File: src/rtl/seqdet_pkg.sv
// seqdet_pkg: shared constants, config record and length legality check for seq_detector_prog
package seqdet_pkg;
  localparam int MAX_LEN_DEF = 8;
  localparam int CNT_W_DEF = 16;
  typedef struct packed {
    logic [MAX_LEN_DEF-1:0] pat;
    logic [$clog2(MAX_LEN_DEF+1)-1:0] len;
    logic ovl;
  } cfg_t;
  function automatic logic len_ok(input int len, input int lim);
    return len >= 1 && len <= lim;
  endfunction
endpackage

File: src/rtl/seq_detector_prog_if.sv
// seq_detector_prog_if: config write, serial input and match/status bundle; master drives cfg/data/cnt_clr, slave returns match, match_cnt, cfg_err
interface seq_detector_prog_if
  import seqdet_pkg::*;
#(
  parameter int MAX_LEN = MAX_LEN_DEF,
  parameter int CNT_W = CNT_W_DEF,
  parameter int LEN_W = $clog2(MAX_LEN+1)
) ();
  logic cfg_we;
  logic [MAX_LEN-1:0] cfg_pat;
  logic [LEN_W-1:0] cfg_len;
  logic cfg_ovl;
  logic cfg_err;
  logic in_valid;
  logic in_bit;
  logic match;
  logic [CNT_W-1:0] match_cnt;
  logic cnt_clr;
  modport master (
    output cfg_we, cfg_pat, cfg_len, cfg_ovl, in_valid, in_bit, cnt_clr,
    input cfg_err, match, match_cnt
  );
  modport slave (
    input cfg_we, cfg_pat, cfg_len, cfg_ovl, in_valid, in_bit, cnt_clr,
    output cfg_err, match, match_cnt
  );
endinterface

File: src/rtl/seqdet_history.sv
// seqdet_history: bit history shift register with saturating fill count; shift accepts in_bit, clr empties both, outputs are the post-shift view
module seqdet_history #(
  parameter int MAX_LEN = 8,
  parameter int LEN_W = $clog2(MAX_LEN+1)
) (
  input  logic clk,
  input  logic rst,
  input  logic shift,
  input  logic clr,
  input  logic in_bit,
  output logic [MAX_LEN-1:0] hist_nxt,
  output logic [LEN_W-1:0] fill_nxt
);
  logic [MAX_LEN-1:0] hist;
  logic [LEN_W-1:0] fill;
  always_comb begin
    hist_nxt = {hist[MAX_LEN-2:0], in_bit};
    fill_nxt = fill == LEN_W'(MAX_LEN) ? fill : fill + 1'b1;
  end
  always_ff @(posedge clk)
    if (rst || clr) begin
      hist <= '0;
      fill <= '0;
    end else if (shift) begin
      hist <= hist_nxt;
      fill <= fill_nxt;
    end
endmodule

File: src/rtl/seq_detector_prog.sv
// seq_detector_prog: runtime-programmable serial pattern detector; bus carries config writes, valid-qualified bits, match pulse, cfg_err pulse and saturating match_cnt
module seq_detector_prog
  import seqdet_pkg::*;
#(
  parameter int MAX_LEN = MAX_LEN_DEF,
  parameter int LEN_W = $clog2(MAX_LEN+1),
  parameter int CNT_W = CNT_W_DEF
) (
  input logic clk,
  input logic rst,
  seq_detector_prog_if.slave bus
);
  logic [MAX_LEN-1:0] pat, hist_nxt, mask;
  logic [LEN_W-1:0] len, fill_nxt;
  logic ovl, accept, cfg_ok, hit;
  always_comb begin
    accept = bus.in_valid & ~bus.cfg_we;
    cfg_ok = len_ok(int'(bus.cfg_len), MAX_LEN);
    // len == MAX_LEN wraps the shift to zero, so the decrement yields all ones
    mask = (MAX_LEN'(1) << len) - MAX_LEN'(1);
    hit = accept && ((hist_nxt ^ pat) & mask) == '0 && fill_nxt >= len;
  end
  // clearing hist on a non-overlap hit is harmless: the next hit needs len fresh bits anyway
  seqdet_history #(.MAX_LEN(MAX_LEN), .LEN_W(LEN_W)) u_hist (
    .clk(clk),
    .rst(rst),
    .shift(accept),
    .clr((bus.cfg_we & cfg_ok) | (hit & ~ovl)),
    .in_bit(bus.in_bit),
    .hist_nxt(hist_nxt),
    .fill_nxt(fill_nxt)
  );
  always_ff @(posedge clk)
    if (rst) begin
      bus.match <= 1'b0;
      bus.cfg_err <= 1'b0;
      bus.match_cnt <= '0;
      pat <= '0;
      len <= LEN_W'(MAX_LEN);
      ovl <= 1'b1;
    end else begin
      bus.match <= hit;
      bus.cfg_err <= bus.cfg_we & ~cfg_ok;
      bus.match_cnt <= bus.cnt_clr ? CNT_W'(hit) : bus.match_cnt + CNT_W'(hit && bus.match_cnt != '1);
      if (bus.cfg_we && cfg_ok) begin
        pat <= bus.cfg_pat;
        len <= bus.cfg_len;
        ovl <= bus.cfg_ovl;
      end
    end
endmodule

File: src/flat_wrapper.sv
// flat-port wrapper written by rule: the top's interface ports become plain ports
module seq_detector_prog_flat import seqdet_pkg::*;
#(
  parameter int MAX_LEN = MAX_LEN_DEF,
  parameter int LEN_W = $clog2(MAX_LEN+1),
  parameter int CNT_W = CNT_W_DEF
)
  (clk, rst, bus_cfg_we, bus_cfg_pat, bus_cfg_len, bus_cfg_ovl, bus_in_valid, bus_in_bit, bus_cnt_clr, bus_cfg_err, bus_match, bus_match_cnt);
  seq_detector_prog_if #(.MAX_LEN(MAX_LEN), .CNT_W(CNT_W), .LEN_W(LEN_W)) bus_i ();
  input logic clk;
  input logic rst;
  input wire logic [$bits(bus_i.cfg_we)-1:0] bus_cfg_we;
  input wire logic [$bits(bus_i.cfg_pat)-1:0] bus_cfg_pat;
  input wire logic [$bits(bus_i.cfg_len)-1:0] bus_cfg_len;
  input wire logic [$bits(bus_i.cfg_ovl)-1:0] bus_cfg_ovl;
  input wire logic [$bits(bus_i.in_valid)-1:0] bus_in_valid;
  input wire logic [$bits(bus_i.in_bit)-1:0] bus_in_bit;
  input wire logic [$bits(bus_i.cnt_clr)-1:0] bus_cnt_clr;
  output wire logic [$bits(bus_i.cfg_err)-1:0] bus_cfg_err;
  output wire logic [$bits(bus_i.match)-1:0] bus_match;
  output wire logic [$bits(bus_i.match_cnt)-1:0] bus_match_cnt;
  assign bus_i.cfg_we = bus_cfg_we;
  assign bus_i.cfg_pat = bus_cfg_pat;
  assign bus_i.cfg_len = bus_cfg_len;
  assign bus_i.cfg_ovl = bus_cfg_ovl;
  assign bus_i.in_valid = bus_in_valid;
  assign bus_i.in_bit = bus_in_bit;
  assign bus_i.cnt_clr = bus_cnt_clr;
  assign bus_cfg_err = bus_i.cfg_err;
  assign bus_match = bus_i.match;
  assign bus_match_cnt = bus_i.match_cnt;
  seq_detector_prog #(.MAX_LEN(MAX_LEN), .LEN_W(LEN_W), .CNT_W(CNT_W)) u_core (.clk(clk), .rst(rst), .bus(bus_i));
endmodule
File: config.mk
export PLATFORM = sky130hd
export DESIGN_NAME = seq_detector_prog_flat
export DESIGN_NICKNAME = d
export VERILOG_FILES = /design/src/rtl/seqdet_pkg.sv /design/src/rtl/seq_detector_prog_if.sv /design/src/rtl/seqdet_history.sv /design/src/rtl/seq_detector_prog.sv /design/src/flat_wrapper.sv
export SDC_FILE = /design/constraint.sdc
export NUM_CORES = 1
export LEC_CHECK = 0
export ABC_CLOCK_PERIOD_IN_PS = 9100
export BUFFER_PORTS_ARGS = -buffer_cell sky130_fd_sc_hd__buf_2
export CAP_MARGIN = 0
export CORE_AREA = 4 4 65 67
export DETAILED_ROUTE_END_ITERATION = 7
export DIE_AREA = 0 0 69 71
export GPL_TIMING_DRIVEN = 1
export PLACE_DENSITY_LB_ADDON = 0.15
export SKIP_CTS_REPAIR_TIMING = 1
export SYNTH_ARGS = -nofsm -noshare
export SYNTH_HDL_FRONTEND = slang
export SYNTH_HIERARCHICAL = 1
export SYNTH_SLANG_ARGS = --single-unit
File: constraint.sdc
create_clock -name clk -period 9.1 [get_ports clk]
set_input_delay 0.91 -clock clk [delete_from_list [all_inputs] [get_ports clk]]
set_output_delay 0.91 -clock clk [all_outputs]
set_load 0.02 [all_outputs]
==> impl_metrics.py, run 1 <==
metrics = {
    "routing": {
        "drt_pass1_iterations": 4,
        "ant_nets": 0,
        "vias_per_cell": 5.10,
        "vias": 1577,
        "drt_iter0_drc": 92,
        "drt-wirelength-per-cell_um": 12.8,
        "drc": 0,
        "totalWireLength_um": 3950,
    },
    "synthesis": {
        "synth_top_area_cell": "dfxtp_1",
        "synth-edff-count": 0,
        "synth.distinct_cells": 41,
        "synth_ff_type": "dfxtp_1",
        "synth_top_area_share_pct": 40.5,
        "yosysSeqAreaShare_pct": 40.5,
        "ys_warn_count": 6,
        "ys_top_cells_by_area": "dfxtp_1 (41%), mux2i_1 (9.7%), xor2_1 (7.2%)",
        "synth_cells": 228,
        "synth.cell_area_mm2": 0.00207,
        "ys_ff_latch": 42,
        "avgSynthCellArea_um2": 9.10,
        "syn-num-nets": 257,
        "synth-async-reset-ratio_pct": 0,
    },
    "clocking": {
        "root_buffer": "clkbuf_8",
        "cts_tree": "done",
        "htreeDepth": 2,
        "clk_pin_slew_worst_paths_ns": 0.07,
        "cts_max_path_buffers": 2,
        "cts_made_buffers": 5,
        "cts.sinks": 42,
        "clock_latency_ns": 0.29,
    },
    "final_layout": {
        "layout_commonest_cell": "dfxtp_1",
        "n_antenna_cell": 0,
        "post_route_cells_drive_above_1_share_pct": 18.8,
        "mostFrequentLayoutCells": "dfxtp_1 (42), nor2_1 (39), buf_2 (36)",
        "layout.nets": 291,
        "postLayoutCellArea_mm2": 0.00234,
        "fillers": 332,
        "final_cells": 309,
        "area_delta_synth_final_pct": 13.0,
    },
    "sta": {
        "finClkSkew_ns": 0.00328,
        "finalSetupViolations": 0,
        "hold_viol": 0,
        "relSlewSlack_pct": 56.2,
        "fin_crit_sh_pct": 36.3,
        "fmax_mhz": 303,
        "tightest_slew_ns": 0.655,
        "layout_setup_ws_ns": 5.79,
        "rsz0062_at_grt": "false",
        "drv_slew": 0,
        "setup_tns_ns": 0,
        "fin_crit_ns": 3.31,
    },
    "placed_design": {
        "numPlacedInstances": 303,
        "dpl_worst_slack_ns": 5.85,
        "place_congestion": 0.873,
        "postPlaceCellArea_mm2": 0.00226,
        "hpwl_um": 3010,
        "numPortBuffers": 36,
    },
    "global_routing": {
        "overflow": 0,
        "antenna_found_initial": 0,
        "grt_start_max_net_pins": 21,
        "grt_pass1_vias": 1463,
        "grt_pass1_wl_um": 6660,
        "grt_use_total_pct": 16.8,
    },
    "worst_setup_path": {
        "cp-start-kind": "register",
        "worstSetupEndpointType": "register",
        "worst-path-max-fanout": 5,
        "crit_type": "reg2reg",
        "crit_required_ns": 9.28,
        "cp_data_arrival_time_ns": 3.48,
    },
    "power": {
        "power_density_mw_per_mm2": 147,
        "ir_drop_mv": 0.117,
        "cellLeakagePower_nw": 1.07,
    },
    "run_status": {
        "status": "completed",
    },
    "job": {
        "maxCapViolations": 0,
    },
    "floorplan": {
        "initial_core_util_pct": 57.1,
        "rows": 22,
        "chipWidth_um": 69,
        "dieArea_mm2": 0.00490,
        "io_pins": 37,
        "coreArea_mm2": 0.00363,
        "die_h_um": 71,
    },
    "min_path": {
        "hold_class": "reg2reg",
    },
}
-- logic make-up (layout without fill, tap and decap cells) --
family | count (synthesis) | count (layout) | synth area share (%)
adder cells (fa/ha/maj) | 10 | 10 | 6.03
multiplexers | 20 | 20 | 9.65
AND/OR/NAND/NOR | 86 | 86 | 19.8
buffers and inverters | 18 | 51 | 4.34
AO/OA/AOI/OAI | 25 | 25 | 8.20
XOR/XNOR | 27 | 27 | 11.4
flip-flops | 42 | 42 | 40.5
-- per-stage QoR --
step	utilization (%)	power, mW	hold slack [ns]
after floorplan	-	0.224	0.436
after global placement	62.3	0.233	0.460
after detailed placement	62.3	0.233	0.476
after CTS	64.5	0.350	0.493
after global routing	64.5	0.361	0.519
final	64.5	0.346	0.494
-- registers in the layout, summed over array words and instances (netlist names) --
register              count
u_core/u_hist/fill        4
u_core/u_hist/hist        7
u_core/bus.match_cnt     16
u_core/len                4
u_core/pat                8
u_core/bus.cfg_err        1
u_core/bus.match          1
u_core/ovl                1
-- final cells by class --
type                            instances  area [µm²]  area share, %
Timing Repair Buffer                   37         188           8.00
Inverter                                8        30.0           1.28
Tap cell                               48        60.1           2.56
Multi-Input combinational cell        168        1140           48.8
Clock buffer                            6        82.6           3.52
Sequential cell                        42         841           35.9
-- path summary, 6_finish.rpt --
kind / slack (ns) / startpoint / end / cells past startpoint
max: 5.79 / u_core/u_hist/fill[0]$_SDFFE_PP0P_ / u_core/bus.match_cnt[4]$_SDFF_PP0_ / 17
min: 0.49 / u_core/ovl$_SDFFE_PP1P_ / u_core/ovl$_SDFFE_PP1P_ / 1
max reg2reg: 5.79 / u_core/u_hist/fill[0]$_SDFFE_PP0P_ / u_core/bus.match_cnt[4]$_SDFF_PP0_ / 17
min reg2reg: 0.49 / u_core/ovl$_SDFFE_PP1P_ / u_core/ovl$_SDFFE_PP1P_ / 1
-- per-layer routing --
layer	share of wire, %	routed length (µm)	global-route usage, %	vias up
met2	45	1780	26.5	30
met3	4.7	184	5.54	5
met1	49	1930	21.8	704
met4	1.3	51	5.21	0
li1	-	-	-	838
met5	0	0	0	-
-- synthesized netlist by cell type, drive strengths merged (6+ instances only) --
cell type	n
a21oi	6
clkbuf	6
dfxtp	42
ha	10
inv	8
mux2i	20
nand2	11
nand3	9
nor2	40
o21ai	8
xnor2	10
xor2	17
-- critical path: stages (launching register included) --
cell	delay, ns
dfxtp_1	0.35
inv_1	0.12
ha_1	0.17
nand2_2	0.06
or2_1	0.22
xnor2_1	0.14
inv_1	0.06
ha_1	0.27
o21ai_0	0.07
a21oi_1	0.14
o22ai_1	0.09
a2111o_1	0.46
a41oi_2	0.17
ha_1	0.26
ha_1	0.28
nand3_1	0.13
xor2_1	0.16
nor2_1	0.05
-- power by group --
group | switching (mW) | internal (mW)
Clock | 0.0578 | 0.0585
Combinational | 0.0193 | 0.0164
Sequential | 0.00517 | 0.188
(Power assumes the default switching activity.)
==> run 2: changes to the inputs <==
--- a/config.mk
+++ b/config.mk
@@ -5,12 +5,13 @@
 export SDC_FILE = /design/constraint.sdc
 export NUM_CORES = 1
 export LEC_CHECK = 0
-export ABC_CLOCK_PERIOD_IN_PS = 9100
+export ABC_AREA = 1
+export ABC_CLOCK_PERIOD_IN_PS = 3300
 export BUFFER_PORTS_ARGS = -buffer_cell sky130_fd_sc_hd__buf_2
 export CAP_MARGIN = 0
-export CORE_AREA = 4 4 65 67
+export CORE_AREA = 4 4 69 71
 export DETAILED_ROUTE_END_ITERATION = 7
-export DIE_AREA = 0 0 69 71
+export DIE_AREA = 0 0 73 75
 export GPL_TIMING_DRIVEN = 1
 export PLACE_DENSITY_LB_ADDON = 0.15
 export SKIP_CTS_REPAIR_TIMING = 1
==> constraint.sdc (replaced) <==
create_clock -name clk -period 3.3 [get_ports clk]
set_input_delay 0.33 -clock clk [delete_from_list [all_inputs] [get_ports clk]]
set_output_delay 0.33 -clock clk [all_outputs]
set_load 0.02 [all_outputs]
==> impl_metrics.py, run 2 <==
metrics = {
    "sta": {
        "tightest_slew_ns": 0.473,
        "finClkSkew_ns": 0.00481,
        "drv_slew": 0,
        "hold_ws_ns": 0.260,
        "finalSetupViolations": 0,
        "fin_crit_sh_pct": 89.4,
        "hold_viol": 0,
        "fin_crit_ns": 2.95,
        "layout_setup_ws_ns": 0.351,
        "fmax_mhz": 339,
        "relSlewSlack_pct": 68.4,
        "setup_tns_ns": 0,
        "rsz0062_at_grt": "false",
    },
    "min_path": {
        "hold_class": "in2reg",
    },
    "worst_setup_path": {
        "cp-start-kind": "register",
        "crit_type": "reg2reg",
        "worstSetupEndpointType": "register",
        "crit_required_ns": 3.47,
        "cp_data_arrival_time_ns": 3.12,
        "worst-path-max-fanout": 5,
    },
    "synthesis": {
        "synthTopCellsByCount": "nand2_1 (68), dfxtp_1 (42), inv_1 (40)",
        "syn-num-nets": 340,
        "synth_top_area_share_pct": 37.6,
        "yosys.cell_count.top_type": "nand2_1",
        "synth.distinct_cells": 37,
        "synth_top_area_cell": "dfxtp_1",
        "ys_warn_count": 6,
        "synth.cell_area_mm2": 0.00224,
        "ys_top_cells_by_area": "dfxtp_1 (38%), nand2_1 (11%), inv_1 (6.7%)",
        "synth-async-reset-ratio_pct": 0,
        "synth_ff_type": "dfxtp_1",
        "yosysSeqAreaShare_pct": 37.6,
        "avgSynthCellArea_um2": 7.19,
        "synth-edff-count": 0,
        "synth_cells": 311,
        "ys_ff_latch": 42,
    },
    "power": {
        "p_switching_mw": 0.268,
        "swShare_pct": 27.2,
        "intPower_mw": 0.717,
        "clkPwrFrac_pct": 31.6,
        "cellLeakagePower_nw": 1.15,
        "pwr-share-seq_pct": 54.9,
        "combPwrFrac_pct": 13.5,
        "power_density_mw_per_mm2": 389,
        "ir_drop_mv": 0.258,
        "power.total_mw": 0.984,
    },
    "placed_design": {
        "dpl_worst_slack_ns": 0.369,
        "hpwl_um": 3710,
        "place_congestion": 0.920,
        "numPortBuffers": 36,
    },
    "clocking": {
        "cts_max_path_buffers": 2,
        "htreeDepth": 2,
        "clock_latency_ns": 0.29,
        "cts_made_buffers": 5,
        "cts.sinks": 42,
        "root_buffer": "clkbuf_8",
        "clk_pin_slew_worst_paths_ns": 0.08,
        "cts_tree": "done",
    },
    "routing": {
        "vias": 2060,
        "vias_per_cell": 5.14,
        "totalWireLength_um": 4870,
        "ant_nets": 0,
        "drt_pass1_iterations": 4,
        "drt_iter0_drc": 65,
        "drt-wirelength-per-cell_um": 12.1,
        "drc": 0,
    },
    "job": {
        "maxCapViolations": 0,
    },
    "final_layout": {
        "reg_top3": "u_core/bus.match_cnt x16, u_core/pat x8, u_core/u_hist/hist x7",
        "largest_register_ffs": 16,
        "area_delta_synth_final_pct": 13.3,
        "multiInputGateArea_mm2": 0.00119,
        "layout_commonest_cell": "nand2_1",
        "mostFrequentLayoutCells": "nand2_1 (68), dfxtp_1 (42), inv_1 (40)",
        "fillers": 426,
        "post-route-util_pct": 59.8,
        "top_register": "u_core/bus.match_cnt",
        "n_antenna_cell": 0,
        "register_area_um2": 841,
        "post_route_cells_drive_above_1_share_pct": 20.6,
        "layout.nets": 378,
    },
    "run_status": {
        "status": "completed",
    },
    "floorplan": {
        "die_h_um": 75,
        "rows": 24,
        "coreArea_mm2": 0.00423,
        "chipWidth_um": 73,
        "io_pins": 37,
        "initial_core_util_pct": 52.8,
        "dieArea_mm2": 0.00548,
    },
    "global_routing": {
        "grt_pass1_wl_um": 8270,
        "grt_start_max_net_pins": 21,
        "grt_pass1_vias": 1931,
        "antenna_found_initial": 0,
        "grt_use_total_pct": 19.3,
        "overflow": 0,
    },
}
==> run 2: worst paths after layout <==
kind / cells past startpoint / slack (ns) / end / from
worst min register to register: 2 / 0.48 / u_core/pat[6]$_SDFFE_PP0P_ / u_core/pat[6]$_SDFFE_PP0P_
worst min-delay path: 3 / 0.26 / u_core/pat[1]$_SDFFE_PP0P_ / bus_cfg_pat[1]
worst max-delay path: 22 / 0.35 / u_core/bus.match_cnt[13]$_SDFF_PP0_ / u_core/u_hist/fill[0]$_SDFFE_PP0P_
worst max register to register: 22 / 0.35 / u_core/bus.match_cnt[13]$_SDFF_PP0_ / u_core/u_hist/fill[0]$_SDFFE_PP0P_
==> run 2: critical path, cell delays in order (launching register included) <==
cell and delay, ns:
dfxtp_1 0.41, inv_1 0.11, ha_1 0.23, nand3_1 0.09
nand2_1 0.07, nand2_1 0.06, inv_1 0.04, ha_1 0.16
inv_1 0.05, a21oi_1 0.05, o211ai_1 0.23, nand2_1 0.13
nor2_1 0.12, ha_1 0.22, nand2_1 0.12, nor2_4 0.11
nand2_2 0.06, inv_2 0.09, nand3_4 0.08, nor2_4 0.13
nand3_2 0.09, nor2_1 0.13, nor3b_2 0.05
==> run 2: kinds of logic (layout without fill, tap and decap cells) <==
| kind of cell | after synthesis | count (layout) | share of synthesized area [%] |
|---|---|---|---|
| and+or+nand+nor | 151 | 151 | 32.2 |
| AOI/OAI and AO/OA | 54 | 54 | 14.0 |
| buffers and inverters | 51 | 89 | 9.40 |
| DFF | 42 | 42 | 37.6 |
| adders and majority gates | 10 | 10 | 5.60 |
| xor gates and xnor gates | 3 | 3 | 1.18 |
==> run 2: layer usage <==
layer / vias up / GRT usage, % / routed length [µm]
met5: - / 0 / 0
met4: 0 / 7.38 / 60
met3: 6 / 3.74 / 254
met2: 46 / 35.7 / 2520
met1: 926 / 21.7 / 2030
li1: 1082 / - / -
==> run 2: cell type report <==
cell class                 count  share of cell area [%]
sequential                    42                    33.2
clock inverter                 2                   0.395
inverter                      44                    6.52
timing repair buffer          38                    7.71
tap                           52                    2.57
clock buffer                   5                    2.72
multi-input combinational    218                    46.9
==> run 2: metrics by stage <==
stage | cells | area, µm²
final | 401 | 2530
after global routing | 401 | 2530
after CTS | 401 | 2530
after detailed placement | 394 | 2450
after global placement | 394 | 2450
after floorplan | 311 | 2240
==> run 2: power groups by stage <==
stage / clock, mW / sequential, mW / combinational (mW)
final: 0.311 / 0.541 / 0.132
after global routing: 0.340 / 0.543 / 0.152
after CTS: 0.323 / 0.541 / 0.134
after detailed placement: 0 / 0.553 / 0.133
after global placement: 0 / 0.552 / 0.130
after floorplan: 0 / 0.550 / 0.0990
==> run 3: changes to the inputs <==
--- a/config.mk
+++ b/config.mk
@@ -6,12 +6,12 @@
 export NUM_CORES = 1
 export LEC_CHECK = 0
 export ABC_AREA = 1
-export ABC_CLOCK_PERIOD_IN_PS = 3300
+export ABC_CLOCK_PERIOD_IN_PS = 3400
 export BUFFER_PORTS_ARGS = -buffer_cell sky130_fd_sc_hd__buf_2
 export CAP_MARGIN = 0
-export CORE_AREA = 4 4 69 71
+export CORE_AREA = 4 4 67 69
 export DETAILED_ROUTE_END_ITERATION = 7
-export DIE_AREA = 0 0 73 75
+export DIE_AREA = 0 0 71 73
 export GPL_TIMING_DRIVEN = 1
 export PLACE_DENSITY_LB_ADDON = 0.15
 export SKIP_CTS_REPAIR_TIMING = 1
==> constraint.sdc (replaced) <==
create_clock -name clk -period 3.4 [get_ports clk]
set_input_delay 0.34 -clock clk [delete_from_list [all_inputs] [get_ports clk]]
set_output_delay 0.34 -clock clk [all_outputs]
set_load 0.02 [all_outputs]
==> impl_metrics.py, run 3 (synthesis gave the netlist of run 2 again) <==
metrics = {
    "floorplan": {
        "dieArea_mm2": 0.00518,
        "die_h_um": 73,
        "rows": 23,
        "initial_core_util_pct": 57.1,
        "io_pins": 37,
        "chipWidth_um": 71,
        "coreArea_mm2": 0.00391,
    },
    "power": {
        "power.total_mw": 1.05,
        "cellLeakagePower_nw": 1.16,
        "pwr-share-seq_pct": 50.2,
        "p_switching_mw": 0.269,
        "ir_drop_mv": 0.261,
        "clkPwrFrac_pct": 37.6,
        "combPwrFrac_pct": 12.2,
        "swShare_pct": 25.7,
        "power_density_mw_per_mm2": 409,
        "intPower_mw": 0.776,
    },
    "clocking": {
        "root_buffer": "clkbuf_8",
        "clock_latency_ns": 0.30,
        "clk_pin_slew_worst_paths_ns": 0.08,
        "htreeDepth": 2,
        "cts_tree": "done",
        "cts_max_path_buffers": 2,
        "cts_made_buffers": 5,
        "cts.sinks": 42,
    },
    "sta": {
        "layout_setup_ws_ns": 0.511,
        "fin_crit_sh_pct": 85.0,
        "fin_crit_ns": 2.89,
        "drv_slew": 0,
        "finalSetupViolations": 0,
        "fmax_mhz": 346,
        "tightest_slew_ns": 0.473,
        "rsz0062_at_grt": "false",
        "setup_tns_ns": 0,
        "relSlewSlack_pct": 68.5,
        "finClkSkew_ns": 0.00676,
        "hold_viol": 0,
    },
    "worst_setup_path": {
        "cp_data_arrival_time_ns": 3.07,
        "worst-path-max-fanout": 5,
        "crit_required_ns": 3.58,
        "crit_type": "reg2reg",
        "crit_path_cell_trace": "inv_1, ha_1, nand3_1, nand2_1, nand2_1, inv_1, ha_1, nand4_1, o211ai_1, nand2_1, nor2_1, ha_1, ha_1, nand2_1, nor2_1, nand3_1, o21ai_0, a21oi_1",
        "worstSetupEndpointType": "register",
        "cp-start-kind": "register",
        "crit_family": "simple AND/OR/NAND/NOR gates",
        "worst_path_max_delay_cell": "dfxtp_1",
        "crit_buf_inv": 2,
        "critPathMaxStageDelay_ns": 0.40,
    },
    "final_layout": {
        "reg_top3": "u_core/bus.match_cnt x16, u_core/pat x8, u_core/u_hist/hist x7",
        "n_antenna_cell": 0,
        "register_area_um2": 841,
        "layout_commonest_cell": "nand2_1",
        "top_register": "u_core/bus.match_cnt",
        "layout.nets": 378,
        "post-route-util_pct": 65.4,
        "mostFrequentLayoutCells": "nand2_1 (68), dfxtp_1 (42), inv_1 (40)",
        "fillers": 381,
        "post_route_cells_drive_above_1_share_pct": 20.3,
        "area_delta_synth_final_pct": 14.4,
        "largest_register_ffs": 16,
        "multiInputGateArea_mm2": 0.00118,
    },
    "global_routing": {
        "overflow": 0,
        "grt_pass1_wl_um": 8050,
        "antenna_found_initial": 0,
        "grt_start_max_net_pins": 21,
        "grt_pass1_vias": 1895,
        "grt_use_total_pct": 19.5,
    },
    "routing": {
        "totalWireLength_um": 4780,
        "ant_nets": 0,
        "drt_iter0_drc": 56,
        "vias": 2046,
        "drt_pass1_iterations": 4,
        "vias_per_cell": 5.12,
        "drc": 0,
        "drt-wirelength-per-cell_um": 12.0,
    },
    "min_path": {
        "hold_class": "in2reg",
    },
    "run_status": {
        "status": "completed",
    },
    "placed_design": {
        "place_congestion": 0.886,
        "hpwl_um": 3700,
        "dpl_worst_slack_ns": 0.528,
        "numPortBuffers": 36,
    },
    "job": {
        "maxCapViolations": 0,
    },
}
-- run 3: cell types whose count changed in the layout (fill, tap and decap cells not counted), sizes merged --
cell	change
bufinv	+1
clkbuf	+1
clkinv	-2
clkinvlp	+1
-- run 3: layout make-up --
class | instances | share of cell area, %
clock buffer | 6 | 2.84
clock inverter | 2 | 1.47
inverter | 44 | 6.45
multi-input combinational | 218 | 46.3
sequential | 42 | 32.9
tap | 50 | 2.44
timing repair buffer | 38 | 7.63
-- run 3: through the flow --
step / std cells / hold WS (ns) / instance area (µm²)
2_1_floorplan: 311 / 0.412 / 2240
3_3_place_gp: 392 / 0.456 / 2450
3_5_place_dp: 392 / 0.468 / 2450
4_1_cts: 400 / 0.249 / 2560
5_1_grt: 400 / 0.272 / 2560
6_report: 400 / 0.256 / 2560
-- run 3: worst min-delay path, delay by kind of cell --
family	cells	cell delay [ns]
buffers and inverters	1	0.08
and+or+nand+nor	2	0.10
-- run 3: per-layer routing --
| metal | wire, µm | track usage, % | share of wire, % | vias up |
|---|---|---|---|---|
| met4 | 82 | 8.14 | 1.7 | 0 |
| met3 | 225 | 4.41 | 4.7 | 8 |
| li1 | - | - | - | 1084 |
| met2 | 2470 | 36.6 | 52 | 38 |
| met1 | 2000 | 21.0 | 42 | 916 |
| met5 | 0 | 0 | 0 | - |
-- run 3: power groups by stage --
| stage | combinational [mW] | clock (mW) | sequential [mW] |
|---|---|---|---|
| after detailed placement | 0.128 | 0 | 0.536 |
| after CTS | 0.128 | 0.403 | 0.524 |
| after floorplan | 0.0961 | 0 | 0.534 |
| final | 0.128 | 0.393 | 0.524 |
| after global routing | 0.147 | 0.416 | 0.527 |
| after global placement | 0.125 | 0 | 0.535 |
-- run 3: path summary, 6_finish.rpt --
check,from,endpoint,slack [ns],cells past startpoint
worst max-delay path,u_core/u_hist/fill[0]$_SDFFE_PP0P_,u_core/bus.match_cnt[8]$_SDFF_PP0_,0.51,18
worst min-delay path,bus_cfg_ovl,u_core/ovl$_SDFFE_PP1P_,0.26,3
worst max register to register,u_core/u_hist/fill[0]$_SDFFE_PP0P_,u_core/bus.match_cnt[8]$_SDFF_PP0_,0.51,18
worst min register to register,u_core/pat[6]$_SDFFE_PP0P_,u_core/pat[6]$_SDFFE_PP0P_,0.48,2
